$ cat config.mk
export PLATFORM = sky130hd
export DESIGN_NAME = mul_issue_sched_flat
export DESIGN_NICKNAME = d
export VERILOG_FILES = /design/src/rtl/mul_issue_sched_pkg.sv /design/src/rtl/mul_issue_sched_if.sv /design/src/rtl/mul_issue_sched_fifo.sv /design/src/rtl/mul_issue_sched.sv /design/src/flat_wrapper.sv
export SDC_FILE = /design/constraint.sdc
export NUM_CORES = 1
export LEC_CHECK = 0
export ABC_AREA = 0
export BUFFER_PORTS_ARGS = -buffer_cell sky130_fd_sc_hd__buf_2
export CORE_UTILIZATION = 59
export CTS_BUF_LIST = sky130_fd_sc_hd__clkbuf_8
export CTS_CLUSTER_DIAMETER = 50
export DETAILED_ROUTE_END_ITERATION = 12
export GPL_TIMING_DRIVEN = 0
export PLACE_DENSITY_LB_ADDON = 0.15
export SETUP_SLACK_MARGIN = 0.02
export SYNTH_ARGS = -nofsm -noshare
export SYNTH_HDL_FRONTEND = slang
export SYNTH_HIERARCHICAL = 1
export SYNTH_SLANG_ARGS = --single-unit
export TNS_END_PERCENT = 1
$ cat constraint.sdc
create_clock -name clk -period 4.8 [get_ports clk]
set_input_delay 0.48 -clock clk [delete_from_list [all_inputs] [get_ports clk]]
set_output_delay 0.48 -clock clk [all_outputs]
set_load 0.01 [all_outputs]
$ cat src/rtl/mul_issue_sched_pkg.sv
// Shared definitions for the multiplier issue scheduler: op encodings, FSM states
// and the end-to-end latency the multiplier pipeline exhibits.
package mul_issue_sched_pkg;

  typedef enum logic [4:0] {
    OP_MUL    = 5'b10000,
    OP_MULH   = 5'b10001,
    OP_MULHSU = 5'b10010,
    OP_MULHU  = 5'b10011
  } mul_op_e;

  typedef enum logic [1:0] {
    S_IDLE,
    S_START,
    S_WAIT,
    S_CAPT
  } sched_state_e;

  // Request accept to mul_done, in cycles.
  localparam int MUL_LATENCY = 36;

  function automatic logic is_mul_op(input logic [4:0] op);
    return op[4:2] == 3'b100;
  endfunction

endpackage

$ cat src/rtl/mul_issue_sched_if.sv
// Issue, multiplier and writeback signals of the scheduler; slave is the scheduler side.
interface mul_issue_sched_if #(
  parameter int QDEPTH = 4,
  parameter int TAG_W  = 6
);
  logic                      flush;
  logic                      req_valid;
  logic                      req_ready;
  logic [4:0]                req_op;
  logic [31:0]               req_a;
  logic [31:0]               req_b;
  logic [TAG_W-1:0]          req_tag;
  logic                      mul_start;
  logic [4:0]                mul_op_sel;
  logic [31:0]               mul_rs1;
  logic [31:0]               mul_rs2;
  logic                      mul_busy;
  logic                      mul_done;
  logic [31:0]               mul_result;
  logic                      wb_valid;
  logic                      wb_ready;
  logic [TAG_W-1:0]          wb_tag;
  logic [31:0]               wb_data;
  logic [$clog2(QDEPTH):0]   q_count;

  modport slave (
    input  flush, req_valid, req_op, req_a, req_b, req_tag,
           mul_busy, mul_done, mul_result, wb_ready,
    output req_ready, mul_start, mul_op_sel, mul_rs1, mul_rs2,
           wb_valid, wb_tag, wb_data, q_count
  );

  modport master (
    output flush, req_valid, req_op, req_a, req_b, req_tag,
           mul_busy, mul_done, mul_result, wb_ready,
    input  req_ready, mul_start, mul_op_sel, mul_rs1, mul_rs2,
           wb_valid, wb_tag, wb_data, q_count
  );
endinterface

$ cat src/rtl/mul_issue_sched_fifo.sv
// In-order request FIFO; flush empties it in one cycle, write+read on full is allowed.
module mul_req_fifo #(
  parameter int DEPTH = 4,
  parameter int W     = 8
) (
  input  logic                    clk,
  input  logic                    rst_n,
  input  logic                    i_flush,
  input  logic                    i_wr,
  input  logic [W-1:0]            i_wdata,
  input  logic                    i_rd,
  output logic [W-1:0]            o_rdata,
  output logic                    o_empty,
  output logic                    o_full,
  output logic [$clog2(DEPTH):0]  o_count
);
  localparam int AW = $clog2(DEPTH);

  logic [W-1:0]  r_mem [DEPTH];
  logic [AW-1:0] r_wptr, r_rptr;
  logic [AW:0]   r_count;
  logic          w_wr, w_rd;

  assign o_empty = (r_count == '0);
  assign o_full  = (r_count == (AW+1)'(DEPTH));
  assign o_count = r_count;
  assign o_rdata = r_mem[r_rptr];
  assign w_rd    = i_rd & ~o_empty;
  assign w_wr    = i_wr & (~o_full | w_rd);

  always_ff @(posedge clk) begin
    if (w_wr) r_mem[r_wptr] <= i_wdata;
  end

  always_ff @(posedge clk or negedge rst_n) begin
    if (!rst_n) begin
      r_wptr  <= '0;
      r_rptr  <= '0;
      r_count <= '0;
    end else if (i_flush) begin
      r_wptr  <= '0;
      r_rptr  <= '0;
      r_count <= '0;
    end else begin
      if (w_wr) r_wptr <= r_wptr + AW'(1);
      if (w_rd) r_rptr <= r_rptr + AW'(1);
      case ({w_wr, w_rd})
        2'b10:   r_count <= r_count + (AW+1)'(1);
        2'b01:   r_count <= r_count - (AW+1)'(1);
        default: r_count <= r_count;
      endcase
    end
  end

endmodule

$ cat src/rtl/mul_issue_sched.sv
// Issue scheduler for the shared iterative multiplier: in-order request queue,
// one op in flight, result capture and a one-entry writeback buffer.
module mul_issue_sched
  import mul_issue_sched_pkg::*;
#(
  parameter int QDEPTH = 4,
  parameter int TAG_W  = 6
) (
  input  logic             clk,
  input  logic             rst_n,
  mul_issue_sched_if.slave io
);
  typedef struct packed {
    logic [4:0]       op;
    logic [31:0]      a;
    logic [31:0]      b;
    logic [TAG_W-1:0] tag;
  } req_t;

  sched_state_e     r_state, w_state_nxt;
  req_t             w_wr_req, w_head;
  logic             w_empty, w_full, w_push, w_pop;
  logic             r_live, r_kill, w_kill_set, w_kill_clr;
  logic             w_wb_drain, w_wb_load;
  logic [4:0]       r_op;
  logic [31:0]      r_a, r_b, r_wb_data;
  logic [TAG_W-1:0] r_tag, r_wb_tag;
  logic             r_wb_valid;

  // r_live holds req_ready low for the first cycle after reset release.
  assign io.req_ready = r_live & ~w_full & ~io.flush;
  assign w_push       = io.req_valid & io.req_ready;
  assign w_wr_req     = '{op: io.req_op, a: io.req_a, b: io.req_b, tag: io.req_tag};

  mul_req_fifo #(.DEPTH(QDEPTH), .W($bits(req_t))) u_fifo (
    .clk     (clk),
    .rst_n   (rst_n),
    .i_flush (io.flush),
    .i_wr    (w_push),
    .i_wdata (w_wr_req),
    .i_rd    (w_pop),
    .o_rdata (w_head),
    .o_empty (w_empty),
    .o_full  (w_full),
    .o_count (io.q_count)
  );

  assign io.mul_start  = (r_state == S_START);
  assign io.mul_op_sel = r_op;
  assign io.mul_rs1    = r_a;
  assign io.mul_rs2    = r_b;
  assign io.wb_valid   = r_wb_valid;
  assign io.wb_tag     = r_wb_tag;
  assign io.wb_data    = r_wb_data;
  assign w_wb_drain    = r_wb_valid & io.wb_ready;
  assign w_kill_set    = io.flush & ((r_state == S_START) | (r_state == S_WAIT));

  always_comb begin
    w_state_nxt = r_state;
    w_pop       = 1'b0;
    w_wb_load   = 1'b0;
    w_kill_clr  = 1'b0;
    case (r_state)
      S_IDLE: begin
        if (!w_empty && !io.flush && !io.mul_busy && !io.mul_done) begin
          w_pop       = 1'b1;
          w_state_nxt = S_START;
        end
      end
      S_START: w_state_nxt = S_WAIT;
      S_WAIT:  if (io.mul_done) w_state_nxt = S_CAPT;
      S_CAPT: begin
        // A flush landing in this very cycle discards the result immediately.
        if (r_kill || io.flush) begin
          w_kill_clr  = 1'b1;
          w_state_nxt = S_IDLE;
        end else if (!r_wb_valid || w_wb_drain) begin
          w_wb_load   = 1'b1;
          w_state_nxt = S_IDLE;
        end
      end
      default: w_state_nxt = S_IDLE;
    endcase
  end

  always_ff @(posedge clk or negedge rst_n) begin
    if (!rst_n) begin
      r_state <= S_IDLE;
      r_live  <= 1'b0;
      r_kill  <= 1'b0;
    end else begin
      r_state <= w_state_nxt;
      r_live  <= 1'b1;
      if (w_kill_clr)      r_kill <= 1'b0;
      else if (w_kill_set) r_kill <= 1'b1;
    end
  end

  always_ff @(posedge clk or negedge rst_n) begin
    if (!rst_n) begin
      r_op  <= '0;
      r_a   <= '0;
      r_b   <= '0;
      r_tag <= '0;
    end else if (w_pop) begin
      r_op  <= w_head.op;
      r_a   <= w_head.a;
      r_b   <= w_head.b;
      r_tag <= w_head.tag;
    end
  end

  always_ff @(posedge clk or negedge rst_n) begin
    if (!rst_n) begin
      r_wb_valid <= 1'b0;
      r_wb_tag   <= '0;
      r_wb_data  <= '0;
    end else begin
      if (w_wb_load) begin
        r_wb_valid <= 1'b1;
        r_wb_tag   <= r_tag;
        r_wb_data  <= io.mul_result;
      end else if (w_wb_drain || io.flush) begin
        r_wb_valid <= 1'b0;
      end
    end
  end

endmodule
$ cat src/flat_wrapper.sv
// flat-port wrapper written by rule: the top's interface ports become plain ports
module mul_issue_sched_flat import mul_issue_sched_pkg::*;
#(
  parameter int QDEPTH = 4,
  parameter int TAG_W  = 6
)
  (clk, rst_n, io_flush, io_req_valid, io_req_op, io_req_a, io_req_b, io_req_tag, io_mul_busy, io_mul_done, io_mul_result, io_wb_ready, io_req_ready, io_mul_start, io_mul_op_sel, io_mul_rs1, io_mul_rs2, io_wb_valid, io_wb_tag, io_wb_data, io_q_count);
  mul_issue_sched_if #(.QDEPTH(QDEPTH), .TAG_W(TAG_W)) io_i ();
  input  logic clk;
  input  logic rst_n;
  input wire logic [$bits(io_i.flush)-1:0] io_flush;
  input wire logic [$bits(io_i.req_valid)-1:0] io_req_valid;
  input wire logic [$bits(io_i.req_op)-1:0] io_req_op;
  input wire logic [$bits(io_i.req_a)-1:0] io_req_a;
  input wire logic [$bits(io_i.req_b)-1:0] io_req_b;
  input wire logic [$bits(io_i.req_tag)-1:0] io_req_tag;
  input wire logic [$bits(io_i.mul_busy)-1:0] io_mul_busy;
  input wire logic [$bits(io_i.mul_done)-1:0] io_mul_done;
  input wire logic [$bits(io_i.mul_result)-1:0] io_mul_result;
  input wire logic [$bits(io_i.wb_ready)-1:0] io_wb_ready;
  output wire logic [$bits(io_i.req_ready)-1:0] io_req_ready;
  output wire logic [$bits(io_i.mul_start)-1:0] io_mul_start;
  output wire logic [$bits(io_i.mul_op_sel)-1:0] io_mul_op_sel;
  output wire logic [$bits(io_i.mul_rs1)-1:0] io_mul_rs1;
  output wire logic [$bits(io_i.mul_rs2)-1:0] io_mul_rs2;
  output wire logic [$bits(io_i.wb_valid)-1:0] io_wb_valid;
  output wire logic [$bits(io_i.wb_tag)-1:0] io_wb_tag;
  output wire logic [$bits(io_i.wb_data)-1:0] io_wb_data;
  output wire logic [$bits(io_i.q_count)-1:0] io_q_count;
  assign io_i.flush = io_flush;
  assign io_i.req_valid = io_req_valid;
  assign io_i.req_op = io_req_op;
  assign io_i.req_a = io_req_a;
  assign io_i.req_b = io_req_b;
  assign io_i.req_tag = io_req_tag;
  assign io_i.mul_busy = io_mul_busy;
  assign io_i.mul_done = io_mul_done;
  assign io_i.mul_result = io_mul_result;
  assign io_i.wb_ready = io_wb_ready;
  assign io_req_ready = io_i.req_ready;
  assign io_mul_start = io_i.mul_start;
  assign io_mul_op_sel = io_i.mul_op_sel;
  assign io_mul_rs1 = io_i.mul_rs1;
  assign io_mul_rs2 = io_i.mul_rs2;
  assign io_wb_valid = io_i.wb_valid;
  assign io_wb_tag = io_i.wb_tag;
  assign io_wb_data = io_i.wb_data;
  assign io_q_count = io_i.q_count;
  mul_issue_sched #(.QDEPTH(QDEPTH), .TAG_W(TAG_W)) u_core (.clk(clk), .rst_n(rst_n), .io(io_i));
endmodule
==> results of run 1 <==
-- timing repair --
| action | 4_1_cts | 5_1_grt |
|---|---|---|
| endpoints found under the hold margin | 69 | 0 |
| setup endpoints to repair | 0 | 0 |
| hold buffers | 1 | 0 |
| resized for setup | 0 | 0 |
-- per-layer routing --
layer | routed length [um] | vias up
met1 | 12200 | 3973
met4 | 544 | 2
met2 | 14800 | 246
li1 | - | 3490
met3 | 1800 | 49
met5 | 11 | -
-- power by group --
group	internal (mW)	total, mW	switching, mW
registers	4.29	4.45	0.168
logic	0.605	1.12	0.515
clock network	1.46	2.77	1.31
total	6.35	8.34	1.99
-- cells in the mapped netlist, types with 2 or more instances --
library cell / instances
edfxtp_1: 300
dfrtp_1: 125
mux2_2: 93
mux4_2: 75
mux2_4: 20
buf_2: 14
inv_1: 11
nor2_1: 11
ha_1: 8
and2_1: 6
buf_12: 6
buf_6: 6
nand2_1: 5
buf_4: 4
buf_1: 3
mux2_1: 3
nand2b_1: 3
o221ai_1: 3
xor2_1: 3
a21oi_1: 2
and3_1: 2
nand2b_4: 2
-- worst paths after layout --
check | from | endpoint | slack [ns] | cells after the start
worst max-delay path | u_core/u_fifo/o_count[1] | u_core/u_fifo/r_mem[0][65] | 0.98 | 12
worst min register to register | u_core/io.mul_rs2[25] | u_core/io.mul_rs2[25] | 0.49 | 1
min in group asynchronous | rst_n | u_core/io.wb_data[11] | 0.54 | 2
worst min-delay path | io_req_tag[5] | u_core/u_fifo/r_mem[2][5] | 0.12 | 1
worst max register to register | u_core/u_fifo/o_count[1] | u_core/u_fifo/r_mem[0][65] | 0.98 | 12
max in group asynchronous | rst_n | u_core/io.mul_rs2[18] | 3.47 | 3
-- logic make-up after synthesis --
logic type	Yosys count	share of synthesized area, %
AOI/OAI and AO/OA	14	0.687
xor gates and xnor gates	4	0.219
adders and majority gates	9	0.749
buffers and inverters	44	2.12
DFF	425	75.7
muxes	192	19.2
other	1	0.0234
and+or+nand+nor	35	1.29
-- worst reg2reg max path: cells and delay by family, from the launching register on --
kind | cells | cell delay (ns)
compound gates | 1 | 0.35
buf+inv | 7 | 1.42
flops | 1 | 0.38
simple gates | 4 | 1.33
-- registers in the layout, summed over array words and instances (netlist names) --
name	cells
u_core/io.mul_op_sel	5
u_core/io.mul_rs1	32
u_core/io.mul_rs2	32
u_core/io.wb_data	32
u_core/io.wb_tag	6
u_core/io.wb_valid	1
u_core/r_kill	1
u_core/r_live	1
u_core/r_state	2
u_core/r_tag	6
u_core/u_fifo/o_count	3
u_core/u_fifo/r_mem	300
u_core/u_fifo/r_rptr	2
u_core/u_fifo/r_wptr	2
-- layout make-up --
type	count	area share [%]
flip-flops and latches	425	63.9
multi-input cells	255	18.8
repair buffers	232	6.77
clock buffers	76	5.51
well taps	335	2.21
plain buffers	33	1.57
clock inverters	44	1.04
inverters	11	0.217
diodes	1	0.0132
==> run summary, run 1 <==
Syn Area/Cell: 22.1 um^2
Setup Viol. Count Final: 0
cts bufs inserted: 67
Layout Cells excl Fill: 1412
period utilization: 79.6%
Worst path slowest cell: and2_4
die height: 167 um
largest net degree at the start of global routing: 75
grt met2 use: 36.2%
Wirelength per Cell: 20.8 um
setup ws final: 0.978 ns
# rows: 59
Net Count, Synth: 847
status: finished clean
DR pass1 iterations: 5
clk buf depth: 3
post-synthesis cell count: 724
I/O pins: 227
Slew @ Worst Pin: 0.734 ns
RSZ-0062 raised after global routing: no
area of the core: 26400 um^2
first-pass GRT wire length: 46200 um
Seq/Total Area, Yosys: 75.7%
Critical path buffers and inverters: 7
startpoint types: flip-flop
ANT nets after route: 0
Crit path largest cell delay: 0.65 ns
Register Area: 12100 um^2
initial antenna violation count: 3
Leak: 7.71 nW
worst hold path type: in2reg
Setup Skew: 0.0336 ns
DP Cell Count: 1290
count of final hold-check violations: 0
setup bufs post-CTS: 0
CP Max Fanout: 38
Netlist cell types: 41
Clock transition at path regs: 0.06 ns
fmax: 262 MHz
area of the die: 27800 um^2
Yosys top cell by area: edfxtp_1
Setup Crit Path Kind: reg2reg
Main synth FF type: edfxtp_1
met3 usage: 5.49%
Final Util: 72.1%
DRC viols: 0
synthesized area: 16000 um^2
Post-synth EDFFs: 300
Total GRT Usage: 22.0%
Async SR Flop Fraction: 29.4%
fill count: 1613
post-placement cell area: 17700 um^2
Via density: 5.50
CP top delay family: buffers and inverters
final setup TNS: 0 ns
clk_lat worst skew: 0.58 ns
Finished Cell Area: 19000 um^2
multi-input combinational cell area: 3570 um^2
grt ovf: 0
most common cell after layout, fill and taps aside: edfxtp_1
PortBufs: 226
layout cells sized above 1: 50.7%
post-layout min period: 3.82 ns
GRT busiest layer: met2
Synth top area share: 56.2%
number of max-cap violations: 0
power per cell area: 439 nW/um^2
root buf cell: clkbuf_8
post-detail-place hpwl: 18200 um
Final nets: 1148
die width: 167 um
critical path's most frequent cell: buf_2
worst rel slew slack: 51.1%
hold_ws: 0.121 ns
Final Max Slew Viols: 0
CTS tree: done
Initial Util: 60.8%
top post-synthesis cells by area: edfxtp_1 56%, dfrtp_1 20%, mux4_2 11%
Sink Count: 425
WP data required: 5.03 ns
Placer Congestion: 0.764
vias: 7760
vias in the first global route: 8419
CP arrival: 4.05 ns
most frequent cells in the layout: 300 x edfxtp_1, 239 x buf_2, 125 x dfrtp_1
Power Total: 8.34 mW
worst path cell trace: buf_2 > nor3_1 > nor4_2 > nand2_1 > buf_2 > buf_6 > inv_1 > buf_2 > inv_1 > a31oi_2 > and2_4 > buf_16
CP Capture Type: flip-flop
DRT iter0 DRCs: 431
#FFs+latches synth: 425
VDD IR max: 0.293 mV
yosys warns: 6
final WL: 29400 um
H-tree levels: 3
M1 GR Usage: 29.0%
Synth-to-Final Area Change: 18.5%
dpl ws: 0.894 ns
(Power assumes the default switching activity.)
==> run 2, diff against run 1 <==
Settings changed: CORE_UTILIZATION 59 to 53.
Clock period 4.8 ns to 3.15 ns, I/O delays scaled along.
==> run summary, run 2 (synthesized netlist as in run 1, its figures left out) <==
Setup Viol. Count Final: 0 (unchanged)
fmax: 327 MHz (+25%)
max layer used: met4
Layout Cells excl Fill: 1593 (+13%)
largest net degree at the start of global routing: 82 (+9.3%)
Worst path slowest cell: or4_1
area of the core: 29700 um^2 (+13%)
Reg2Reg Depth: 13 (+1)
layout cells sized above 1: 47.2% (-3.4 points)
hold endpoint: u_core/io.wb_data[26]
power per cell area: 643 nW/um^2 (+46%)
VDD IR max: 0.476 mV (+62%)
Crit path largest cell delay: 0.55 ns (-0.10 ns)
CP Max Fanout: 10 (-74%)
Wirelength per Cell: 20.5 um (-1.3%)
status: finished clean
worst rel slew slack: 51.6% (+0.53 points)
dpl ws: -0.663 ns (-1.56 ns)
I/O pins: 227 (unchanged)
Leak: 8.28 nW (+7.3%)
die height: 176 um (+5.4%)
Setup Skew: 0.0246 ns (-0.00900 ns)
most common cell after layout, fill and taps aside: edfxtp_1
Hold Crit Depth: 2 (+1)
# rows: 63 (+6.8%)
Slew @ Worst Pin: 0.726 ns (-0.00792 ns)
Placer Congestion: 0.767 (+0.31%)
root buf cell: clkbuf_8
grt ovf: 0 (unchanged)
R2R Setup Slk: 0.09 ns (-0.89 ns)
period utilization: 97.1% (+17 points)
metal2 WL: 16400 um (+11%)
CP Capture Type: flip-flop
clock network power share: 34.2% (+1.0 points)
most frequent cells in the layout: 300 x edfxtp_1, 236 x buf_2, 124 x dfrtp_1
count of final hold-check violations: 0 (unchanged)
DRT iter0 DRCs: 406 (-5.8%)
ANT nets after route: 0 (unchanged)
switch share: 24.3% (+0.45 points)
initial antenna violation count: 0 (-3)
post-detail-place hpwl: 18400 um (+1.2%)
first-pass GRT wire length: 49300 um (+6.8%)
max reg flops: 300 (unchanged)
CP arrival: 3.55 ns (-0.50 ns)
setup ws final: 0.0926 ns (-0.886 ns)
Final Util: 68.6% (-3.4 points)
WP data required: 3.65 ns (-1.38 ns)
Total GRT Usage: 21.5% (-0.55 points)
Critical path buffers and inverters: 5 (-2)
Finished Cell Area: 20400 um^2 (+7.4%)
post-placement cell area: 17800 um^2 (+0.35%)
H-tree levels: 3 (unchanged)
DP Cell Count: 1345 (+4.3%)
final setup TNS: 0 ns (unchanged)
startpoint types: flip-flop
post-layout min period: 3.06 ns (-0.764 ns)
Worst R2R End: u_core/u_fifo/o_count[2]
Sink Count: 425 (unchanged)
RSZ-0062 raised after global routing: yes
area of the die: 30900 um^2 (+11%)
Final nets: 1271 (+11%)
DRC viols: 0 (unchanged)
Reg with most FFs: u_core/u_fifo/r_mem
clk buf depth: 3 (unchanged)
worst path cell trace: clkbuf_4 > nor3_4 > nor4_4 > nand2_2 > buf_8 > buf_8 > inv_1 > buf_2 > nand2b_4 > nor2_1 > fa_1 > or4_1 > a31oi_1
CTS tree: done
Setup Crit Path Kind: reg2reg
Final Max Slew Viols: 0 (unchanged)
vias in the first global route: 9023 (+7.2%)
combinational share of power: 14.1% (+0.7 points)
hold_ws: 0.0295 ns (-0.0918 ns)
number of max-cap violations: 0 (unchanged)
vias: 8436 (+8.7%)
routed metal-1 wirelength: 13700 um (+12%)
PortBufs: 226 (unchanged)
cts bufs inserted: 69 (+3.0%)
sw power: 3.19 mW (+60%)
worst hold path type: in2reg
clk_lat worst skew: 0.57 ns (about the same)
Synth-to-Final Area Change: 27.2%
Initial Util: 54.0% (-6.9 points)
Via density: 5.30 (-3.6%)
hold_sp: io_mul_result[26]
die width: 176 um (+5.4%)
Clock transition at path regs: 0.06 ns (about the same)
Power Total: 13.1 mW (+57%)
Int Pwr: 9.93 mW (+56%)
worst setup path start: u_core/u_fifo/o_count[1]
metal3 WL: 2070 um (+15%)
antenna fix cells: 0 (-1)
Sequential Power Share: 51.7% (-1.7 points)
CP top delay family: simple AND/OR/NAND/NOR gates
DR pass1 iterations: 5 (unchanged)
reg2reg start: u_core/u_fifo/o_count[1]
final WL: 32700 um (+11%)
critical path's most frequent cell: buf_8
==> run 2: cell count changes in the layout (fill, tap and decap cells not counted), sizes merged <==
cell         previous run  this run
clkbuf                 76        81
clkinv                  7        12
diode                   1         0
dlygate4sd3             1       107
inv                    47        45
buf                   264       270
bufinv                  0         1
and2                    6        12
==> run 2: worst register-to-register path, cell delays in order (launching register included) <==
cell	delay, ns
dfrtp_1	0.41
clkbuf_4	0.20
nor3_4	0.24
nor4_4	0.07
nand2_2	0.17
buf_8	0.19
buf_8	0.17
inv_1	0.05
buf_2	0.18
nand2b_4	0.10
nor2_1	0.05
fa_1	0.41
or4_1	0.55
a31oi_1	0.18
==> run 2: metal layers <==
layer / vias up / GRT usage [%]
li1: 3753 / -
met1: 4376 / 27.1
met2: 267 / 36.6
met3: 40 / 5.35
met4: 0 / 6.74
met5: - / 0
==> run 2: layout make-up <==
cell class	count	area, um^2
flip-flops and latches	425	12100
fillers	1952	9320
clock buffers	78	1070
clock inverters	48	250
inverters	11	41.3
well taps	390	488
plain buffers	33	318
multi-input cells	261	3650
repair buffers	347	2440
==> run 2: worst max-delay path by stage <==
stage | end | slack, ns | cells past startpoint
floorplan | u_core/u_fifo/r_mem[0][0] | -0.24 | 11
global placement | u_core/u_fifo/r_mem[3][24] | -1.51 | 11
detailed placement | u_core/u_fifo/r_mem[2][24] | -0.66 | 12
CTS | u_core/u_fifo/r_mem[3][21] | 0.009 | 13
global route | u_core/u_fifo/o_count[2] | -0.01 | 13
finish | u_core/u_fifo/o_count[2] | 0.09 | 13
==> run 2: timing repair <==
action | in CTS | in global routing
endpoints found under the hold margin | 375 | 0
setup endpoints to repair | 302 | 290
gates resized for setup | 9 | 10
pin swaps | 5 | 1
buffers inserted | 8 | 0
hold buffers | 107 | 0
gates cloned | 5 | 2
==> run 2: power groups by stage <==
| stage | clock network [mW] | logic (mW) | registers [mW] |
|---|---|---|---|
| 2_1_floorplan | 0 | 0.745 | 7.09 |
| 3_3_place_gp | 0 | 1.70 | 6.87 |
| 3_5_place_dp | 0 | 1.73 | 6.89 |
| 4_1_cts | 4.61 | 1.87 | 6.78 |
| 5_1_grt | 4.87 | 2.00 | 6.84 |
| 6_report | 4.48 | 1.85 | 6.79 |
